$ cat config.mk
export PLATFORM = sky130hd
export DESIGN_NAME = trap_ctrl
export DESIGN_NICKNAME = d
export VERILOG_FILES = /design/src/rtl/trap_pkg.sv /design/src/rtl/prio_enc.sv /design/src/rtl/trap_ctrl.sv
export SDC_FILE = /design/constraint.sdc
export NUM_CORES = 1
export LEC_CHECK = 0
export BUFFER_PORTS_ARGS = -buffer_cell sky130_fd_sc_hd__buf_2
export CAP_MARGIN = 20
export CORE_UTILIZATION = 53
export DETAILED_ROUTE_END_ITERATION = 7
export GPL_TIMING_DRIVEN = 1
export PLACE_DENSITY = 0.79
export SLEW_MARGIN = 20
export SYNTH_ARGS = -nofsm -noshare
export SYNTH_HDL_FRONTEND = slang
export SYNTH_HIERARCHICAL = 1
export SYNTH_SLANG_ARGS = --single-unit
$ cat constraint.sdc
create_clock -name CLK -period 6.07 [get_ports CLK]
set_input_delay 0.3035 -clock CLK [delete_from_list [all_inputs] [get_ports CLK]]
set_output_delay 0.3035 -clock CLK [all_outputs]
set_load 0.01 [all_outputs]
$ cat src/rtl/trap_pkg.sv
// Shared types and constants for the trap/mode-change controller.
package trap_pkg;

  typedef enum logic [1:0] {
    IDLE,
    ISSUE,
    DRAIN
  } trap_state_e;

  localparam logic [1:0] VEC_DIRECT   = 2'd0;
  localparam logic [1:0] VEC_VECTORED = 2'd1;
  localparam int         CAUSE_MSB    = 31;

endpackage

$ cat src/rtl/prio_enc.sv
// Lowest-index-wins priority encoder: index, one-hot and valid of the winning request.
module prio_enc #(
  parameter int N     = 8,
  parameter int IDX_W = 4
) (
  input  logic [N-1:0]     req,
  output logic [IDX_W-1:0] idx,
  output logic [N-1:0]     onehot,
  output logic             valid
);

  // Scan from the top down so the lowest set index is the last one written.
  always_comb begin
    idx    = '0;
    onehot = '0;
    valid  = 1'b0;
    for (int i = N - 1; i >= 0; i--) begin
      if (req[i]) begin
        idx       = IDX_W'(i);
        onehot    = '0;
        onehot[i] = 1'b1;
        valid     = 1'b1;
      end
    end
  end

endmodule

$ cat src/rtl/trap_ctrl.sv
// Trap and mode-change controller: captures the pipeline tail, prioritises exceptions
// over pending interrupts and holds a trap until the front end acknowledges it.
module trap_ctrl
  import trap_pkg::*;
#(
  parameter int STAGES  = 6,
  parameter int NUM_INT = 8,
  parameter int CODE_W  = 4
) (
  input  logic                CLK,
  input  logic                RST_N,
  input  logic                FLUSH,
  input  logic                MMU_WAIT,
  input  logic [STAGES*32-1:0] STAGE_PC,
  input  logic                EXC_EN,
  input  logic [CODE_W-1:0]   EXC_CODE,
  input  logic                CHMODE_DO_IN,
  input  logic [1:0]          CHMODE_TRANS_TO_IN,
  input  logic                INT_ALLOW,
  input  logic [NUM_INT-1:0]  INT_REQ,
  input  logic [NUM_INT-1:0]  INT_MASK,
  input  logic [NUM_INT-1:0]  INT_CLR,
  input  logic [1:0]          TRAP_VEC_MODE,
  input  logic [31:0]         TRAP_VEC_BASE,
  input  logic                TRAP_ACK,
  output logic                TRAP_EN,
  output logic [31:0]         TRAP_PC,
  output logic [31:0]         TRAP_CODE,
  output logic [31:0]         TRAP_JMP_TO,
  output logic                CHMODE_DO,
  output logic [1:0]          CHMODE_TRANS_TO,
  output logic [31:0]         CHMODE_JMP_TO,
  output logic [NUM_INT-1:0]  INT_PENDING
);

  logic [STAGES*32-1:0] pc_q;
  logic                 exc_en_q;
  logic [CODE_W-1:0]    exc_code_q;
  logic                 chm_do_q;
  logic [1:0]           chm_to_q;
  logic [1:0]           vec_mode_q;
  logic [31:0]          vec_base_q;
  logic                 allow_q;
  logic [NUM_INT-1:0]   pend_q;
  trap_state_e          state_q;
  logic                 is_int_q;
  logic [NUM_INT-1:0]   taken_oh_q;

  logic [NUM_INT-1:0]   eligible;
  logic [CODE_W-1:0]    int_idx;
  logic [NUM_INT-1:0]   int_oh;
  logic                 int_valid;
  logic                 trap_req;
  logic                 ack_ok;
  logic                 chm_gate;
  logic [NUM_INT-1:0]   taken;
  logic [31:0]          sel_pc;
  logic [31:0]          next_code;
  logic [31:0]          next_jmp;

  assign eligible = allow_q ? (pend_q & INT_MASK) : '0;

  prio_enc #(.N(NUM_INT), .IDX_W(CODE_W)) u_prio (
    .req   (eligible),
    .idx   (int_idx),
    .onehot(int_oh),
    .valid (int_valid)
  );

  assign trap_req    = exc_en_q | int_valid;
  assign ack_ok      = (state_q == ISSUE) && TRAP_ACK && !MMU_WAIT;
  assign taken       = (ack_ok && is_int_q) ? taken_oh_q : '0;
  assign chm_gate    = (state_q == IDLE) && !trap_req;
  assign INT_PENDING = pend_q;

  always_comb begin
    sel_pc = '0;
    for (int i = STAGES - 1; i >= 0; i--) begin
      if (pc_q[32*i +: 32] != 32'd0) sel_pc = pc_q[32*i +: 32];
    end
    next_code = exc_en_q ? 32'(exc_code_q) : 32'(int_idx);
    next_code[CAUSE_MSB] = !exc_en_q;
    next_jmp = vec_base_q;
    if (vec_mode_q == VEC_VECTORED && !exc_en_q)
      next_jmp = vec_base_q + (32'(int_idx) << 2);
  end

  always_ff @(posedge CLK or negedge RST_N) begin
    if (!RST_N) begin
      pc_q       <= '0;
      exc_en_q   <= 1'b0;
      exc_code_q <= '0;
      chm_do_q   <= 1'b0;
      chm_to_q   <= '0;
      vec_mode_q <= '0;
      vec_base_q <= '0;
      allow_q    <= 1'b0;
    end else if (!MMU_WAIT) begin
      if (FLUSH) begin
        pc_q       <= '0;
        exc_en_q   <= 1'b0;
        exc_code_q <= '0;
        chm_do_q   <= 1'b0;
        chm_to_q   <= '0;
        vec_mode_q <= '0;
        vec_base_q <= '0;
        allow_q    <= 1'b0;
      end else begin
        pc_q       <= STAGE_PC;
        exc_en_q   <= EXC_EN;
        exc_code_q <= EXC_CODE;
        chm_do_q   <= CHMODE_DO_IN;
        chm_to_q   <= CHMODE_TRANS_TO_IN;
        vec_mode_q <= TRAP_VEC_MODE;
        vec_base_q <= TRAP_VEC_BASE;
        allow_q    <= INT_ALLOW;
      end
    end
  end

  // Pending bits keep tracking requests through MMU stalls; a new request beats a clear.
  always_ff @(posedge CLK or negedge RST_N) begin
    if (!RST_N) pend_q <= '0;
    else        pend_q <= (pend_q & ~INT_CLR & ~taken) | INT_REQ;
  end

  always_ff @(posedge CLK or negedge RST_N) begin
    if (!RST_N) begin
      state_q     <= IDLE;
      TRAP_EN     <= 1'b0;
      TRAP_PC     <= '0;
      TRAP_CODE   <= '0;
      TRAP_JMP_TO <= '0;
      is_int_q    <= 1'b0;
      taken_oh_q  <= '0;
    end else if (!MMU_WAIT) begin
      case (state_q)
        IDLE: begin
          if (trap_req) begin
            state_q     <= ISSUE;
            TRAP_EN     <= 1'b1;
            TRAP_PC     <= sel_pc;
            TRAP_CODE   <= next_code;
            TRAP_JMP_TO <= next_jmp;
            is_int_q    <= !exc_en_q;
            taken_oh_q  <= exc_en_q ? '0 : int_oh;
          end
        end
        ISSUE: begin
          if (TRAP_ACK) begin
            state_q <= DRAIN;
            TRAP_EN <= 1'b0;
          end
        end
        DRAIN: begin
          if (FLUSH) state_q <= IDLE;
        end
        default: begin
          state_q <= IDLE;
          TRAP_EN <= 1'b0;
        end
      endcase
    end
  end

  // A trap issued from IDLE suppresses any mode change captured alongside it.
  always_ff @(posedge CLK or negedge RST_N) begin
    if (!RST_N) begin
      CHMODE_DO       <= 1'b0;
      CHMODE_TRANS_TO <= '0;
      CHMODE_JMP_TO   <= '0;
    end else begin
      CHMODE_DO       <= chm_gate & chm_do_q;
      CHMODE_TRANS_TO <= chm_gate ? chm_to_q : 2'd0;
      CHMODE_JMP_TO   <= chm_gate ? (pc_q[31:0] + 32'd4) : 32'd0;
    end
  end

endmodule

==> impl_metrics.csv <==
group,metric,value,unit
routing,num_vias,14890,
timing,timing.final.setup_violations,0,
timing,hold_slack,0.01227,ns
placed_design,post-place-cells,2536,
layout,finish.net_count,2460,
global_route,first_pass_grt_wire_length,79720,um
clock_tree,ctsResizeCount,0,
clock_tree,cts_tree,"done",
min_path,worstHoldPathType,"input pin to flop",
layout,layout.cells.non_filler,2620,
worst_setup_path,worst_path_largest_cell_delay,0.70,ns
power,peakVddDrop,0.1895,mV
logic_synthesis,syn_area,17160,sq um
timing,final.period_utilization,56.57,%
global_route,maximum_number_of_pins_on_one_net_before_global_route_repair,286,
layout,syn_to_final_growth,19.78,%
timing,fin_ws,2.636,ns
floorplan,effective_utilization_at_floorplan,54.11,%
layout,antenna-diode-count,0,
placed_design,portBuffers,376,
placed_design,dpl.hpwl,37030,um
worst_setup_path,critical_path_buf_inv_count,0,
timing,fin_worst_skew,0.03120,ns
placed_design,place_ws,2.677,ns
logic_synthesis,synth_async_sr_flop_share,100.0,%
clock_tree,clkSinkCount,358,
routing,drt-pass1-iter-count,5,
floorplan,io_pins,404,
worst_setup_path,critical_path.top_delay_family,"simple AND/OR/NAND/NOR gates",
power,p_total,6.851,mW
timing,grt_setup_unrepaired,"no",
routing,detail_route.wirelength,51060,um
routing,initial_drt_markers,1385,
floorplan,core,31720,sq um
clock_tree,cts_root_buffer,"clkbuf_16",
worst_setup_path,worstReg2RegStart,"allow_q$_DFFE_PN0N_",
clock_tree,post-cts-setup-buffer-count,0,
worst_setup_path,critical_path.cell_chain,"and3_1 -> nor2b_1 -> nor2_1 -> o41ai_1 -> ha_1 -> fa_1 -> a21o_1 -> a21oi_1 -> nor4_1 -> nand3_1 -> xor2_1 -> o21ai_0",
clock_tree,clk_pin_slew,0.06,ns
worst_setup_path,timing.critical_path.from_type,"flop",
timing,report.final.hold_viol_count,0,
logic_synthesis,postSynth.topFlopCell,"dfrtp_1",
floorplan,die_y,182.0,um
floorplan,die_ar,33110,sq um
worst_setup_path,timing.critical_path.required,6.45,ns
logic_synthesis,yosys_cell_types,51,
worst_setup_path,cp_max_fo,9,
global_route,first_global_vias,14100,
logic_synthesis,synthesis.yosys.warnings,6,
worst_setup_path,path_depth,12,
worst_setup_path,endpoint_of_the_worst_register_to_register_path,"TRAP_JMP_TO[26]$_DFFE_PN0P_",
clock_tree,clock_tree.htree_level_count,2,
worst_setup_path,worst_r2r_path_depth,12,
global_route,grt.overflow.total,0,
logic_synthesis,postSynthRegisterBits,358,
timing,worstMarginPinSlew,1.043,ns
worst_setup_path,setup.worst_path.start,"allow_q$_DFFE_PN0N_",
routing,detail_route.wl_per_cell,19.49,um
timing,max_freq,0.2912,GHz
status,run_status,"complete, no violations",
placed_design,placement.cell_area,19120,sq um
worst_setup_path,critical_path_arrival,3.82,ns
worst_setup_path,worst-r2r-setup-slack,2.64,ns
power,powerDensity,333.2,nW/um^2
timing,slew_headroom,30.32,%
layout,finalInstanceArea,20560,sq um
clock_tree,worst_skew_pair.late_latency,0.54,ns
job,cap_viol_max_count,0,
placed_design,routabilityCongestion,0.9612,
global_route,antenna_violations_before_repair,0,
global_route,global_route.usage.total,31.23,%
worst_setup_path,critical_path.endpoint,"TRAP_JMP_TO[26]$_DFFE_PN0P_",
timing,time_the_final_worst_path_needs_with_i_o_delays_and_setup,3.434,ns
layout,post_route_cells_drive_above_1_share,21.64,%
clock_tree,max-clock-path-buffers,3,
floorplan,floorplan.die.width,182.0,um
worst_setup_path,cpMaxStageDelayCell,"nor4_1",
worst_setup_path,critical_path_class,"flop to flop",
logic_synthesis,synth.avg_cell_area,9.164,sq um
timing,finalMaxSlewViolations,0,
layout,utilization,64.82,%
routing,antenna_violating_nets_post_route,0,
floorplan,rows,65,
worst_setup_path,endpoint_type_of_the_worst_setup_path,"flop",
timing,setup-tns-final,0,ns
power,leakagePower,9.381,nW
logic_synthesis,synth-edff-count,0,
routing,post_drt_via_cell_ratio,5.685,
logic_synthesis,ys_seq_area_share,52.19,%
routing,post-route-drc-count,0,
clock_tree,numCtsBuffers,39,
logic_synthesis,synthesis.instances,1873,
[power by group]
group	switching (mW)	total, mW	internal (mW)	leakage (nW)
logic	0.777	1.32	0.543	4.11
registers	0.381	3.16	2.78	4.63
clock network	0.974	2.37	1.40	0.642
[worst register-to-register path: stages, from the launching register on]
cell	delay (ns)
dfrtp_1	0.45
and3_1	0.26
nor2b_1	0.17
nor2_1	0.06
o41ai_1	0.43
ha_1	0.29
fa_1	0.22
a21o_1	0.12
a21oi_1	0.14
nor4_1	0.70
nand3_1	0.19
xor2_1	0.18
o21ai_0	0.08
[cell usage after synthesis, types with 3 or more instances]
cell type / n / area [sq um]
dfrtp_1: 358 / 8959
nand2_1: 307 / 1152
o21ai_0: 286 / 1431
nand2b_1: 227 / 1420
clkbuf_1: 118 / 442.9
a21oi_1: 78 / 390.4
nor2_1: 64 / 240.2
nand3_1: 49 / 245.2
nor4_1: 49 / 306.5
nand3b_1: 32 / 240.2
buf_4: 30 / 225.2
a21o_1: 29 / 217.7
a211oi_1: 27 / 202.7
xnor2_1: 27 / 236.5
xor2_1: 25 / 219.0
inv_1: 19 / 71.32
nand4_1: 19 / 118.9
and2_1: 15 / 93.84
and3_1: 13 / 81.33
a22o_1: 9 / 78.83
and4_1: 9 / 78.83
a31o_2: 8 / 70.07
mux2_2: 7 / 78.83
mux2i_1: 7 / 70.07
ha_1: 6 / 75.07
nor3_1: 5 / 25.02
nor3b_1: 5 / 37.54
or3_1: 5 / 31.28
a31oi_1: 4 / 25.02
a2111oi_0: 3 / 26.28
buf_1: 3 / 11.26
nor2b_1: 3 / 18.77
o31ai_1: 3 / 22.52
[state kept, by name, summed over array words and instances, names as in the netlist, 2 cells and up]
name,count
pc_q,192
CHMODE_JMP_TO,32
TRAP_JMP_TO,32
TRAP_PC,32
vec_base_q,32
INT_PENDING,8
taken_oh_q,8
TRAP_CODE,4
exc_code_q,4
CHMODE_TRANS_TO,2
chm_to_q,2
state_q,2
vec_mode_q,2
[cell type report]
type | instances | area, sq um
clock buffer | 55 | 1137
clock inverter | 15 | 143.9
fill | 2653 | 11160
inverter | 19 | 71.32
multi-input combinational | 1370 | 7572
sequential | 358 | 8959
tap | 402 | 503.0
timing repair buffer | 401 | 2173
[layer usage]
metal | wire [um] | vias up | track usage (%)
li1 | - | 6964 | -
met1 | 21300 | 7033 | 42.84
met2 | 22970 | 757 | 48.02
met3 | 3884 | 140 | 4.813
met4 | 2907 | 0 | 16.77
met5 | 0 | - | 0
[worst min-delay path by stage]
stage | slack (ns) | from | cells after the start | end
floorplan | 0.008 | RST_N | 0 | CHMODE_DO$_DFF_PN0_
global placement | 0.39 | RST_N | 1 | CHMODE_DO$_DFF_PN0_
detailed placement | 0.39 | RST_N | 1 | CHMODE_DO$_DFF_PN0_
CTS | 0.002 | STAGE_PC[135] | 3 | pc_q[135]$_DFFE_PN0N_
global route | 0.02 | STAGE_PC[130] | 3 | pc_q[130]$_DFFE_PN0N_
finish | 0.01 | STAGE_PC[135] | 3 | pc_q[135]$_DFFE_PN0N_
[cell families after synthesis]
group / count (synthesis) / synth area share, %
AND/OR/NAND/NOR: 812 / 24.45
AO/OA/AOI/OAI: 457 / 14.83
other: 2 / 0.04375
buffers and inverters: 171 / 4.403
flip-flops: 358 / 52.19
XOR/XNOR: 52 / 2.653
multiplexers: 14 / 0.8675
adder cells (fa/ha/maj): 7 / 0.5540
[timing repair]
action                                  CTS  global route
endpoints found under the setup margin    0             0
endpoints found under the hold margin   114             0
hold buffers                             13             0
[layout by cell type, fill, tap and decap left out, drive strengths merged, types with 25 or more instances in the layout]
cell	n
buf	388
dfrtp	358
nand2	307
o21ai	286
nand2b	227
a21oi	78
nor2	64
clkbuf	55
nor4	51
nand3	49
nand3b	32
a21o	29
conb	28
a211oi	28
xnor2	27
xor2	25
Power figures use the tool's default switching activity.
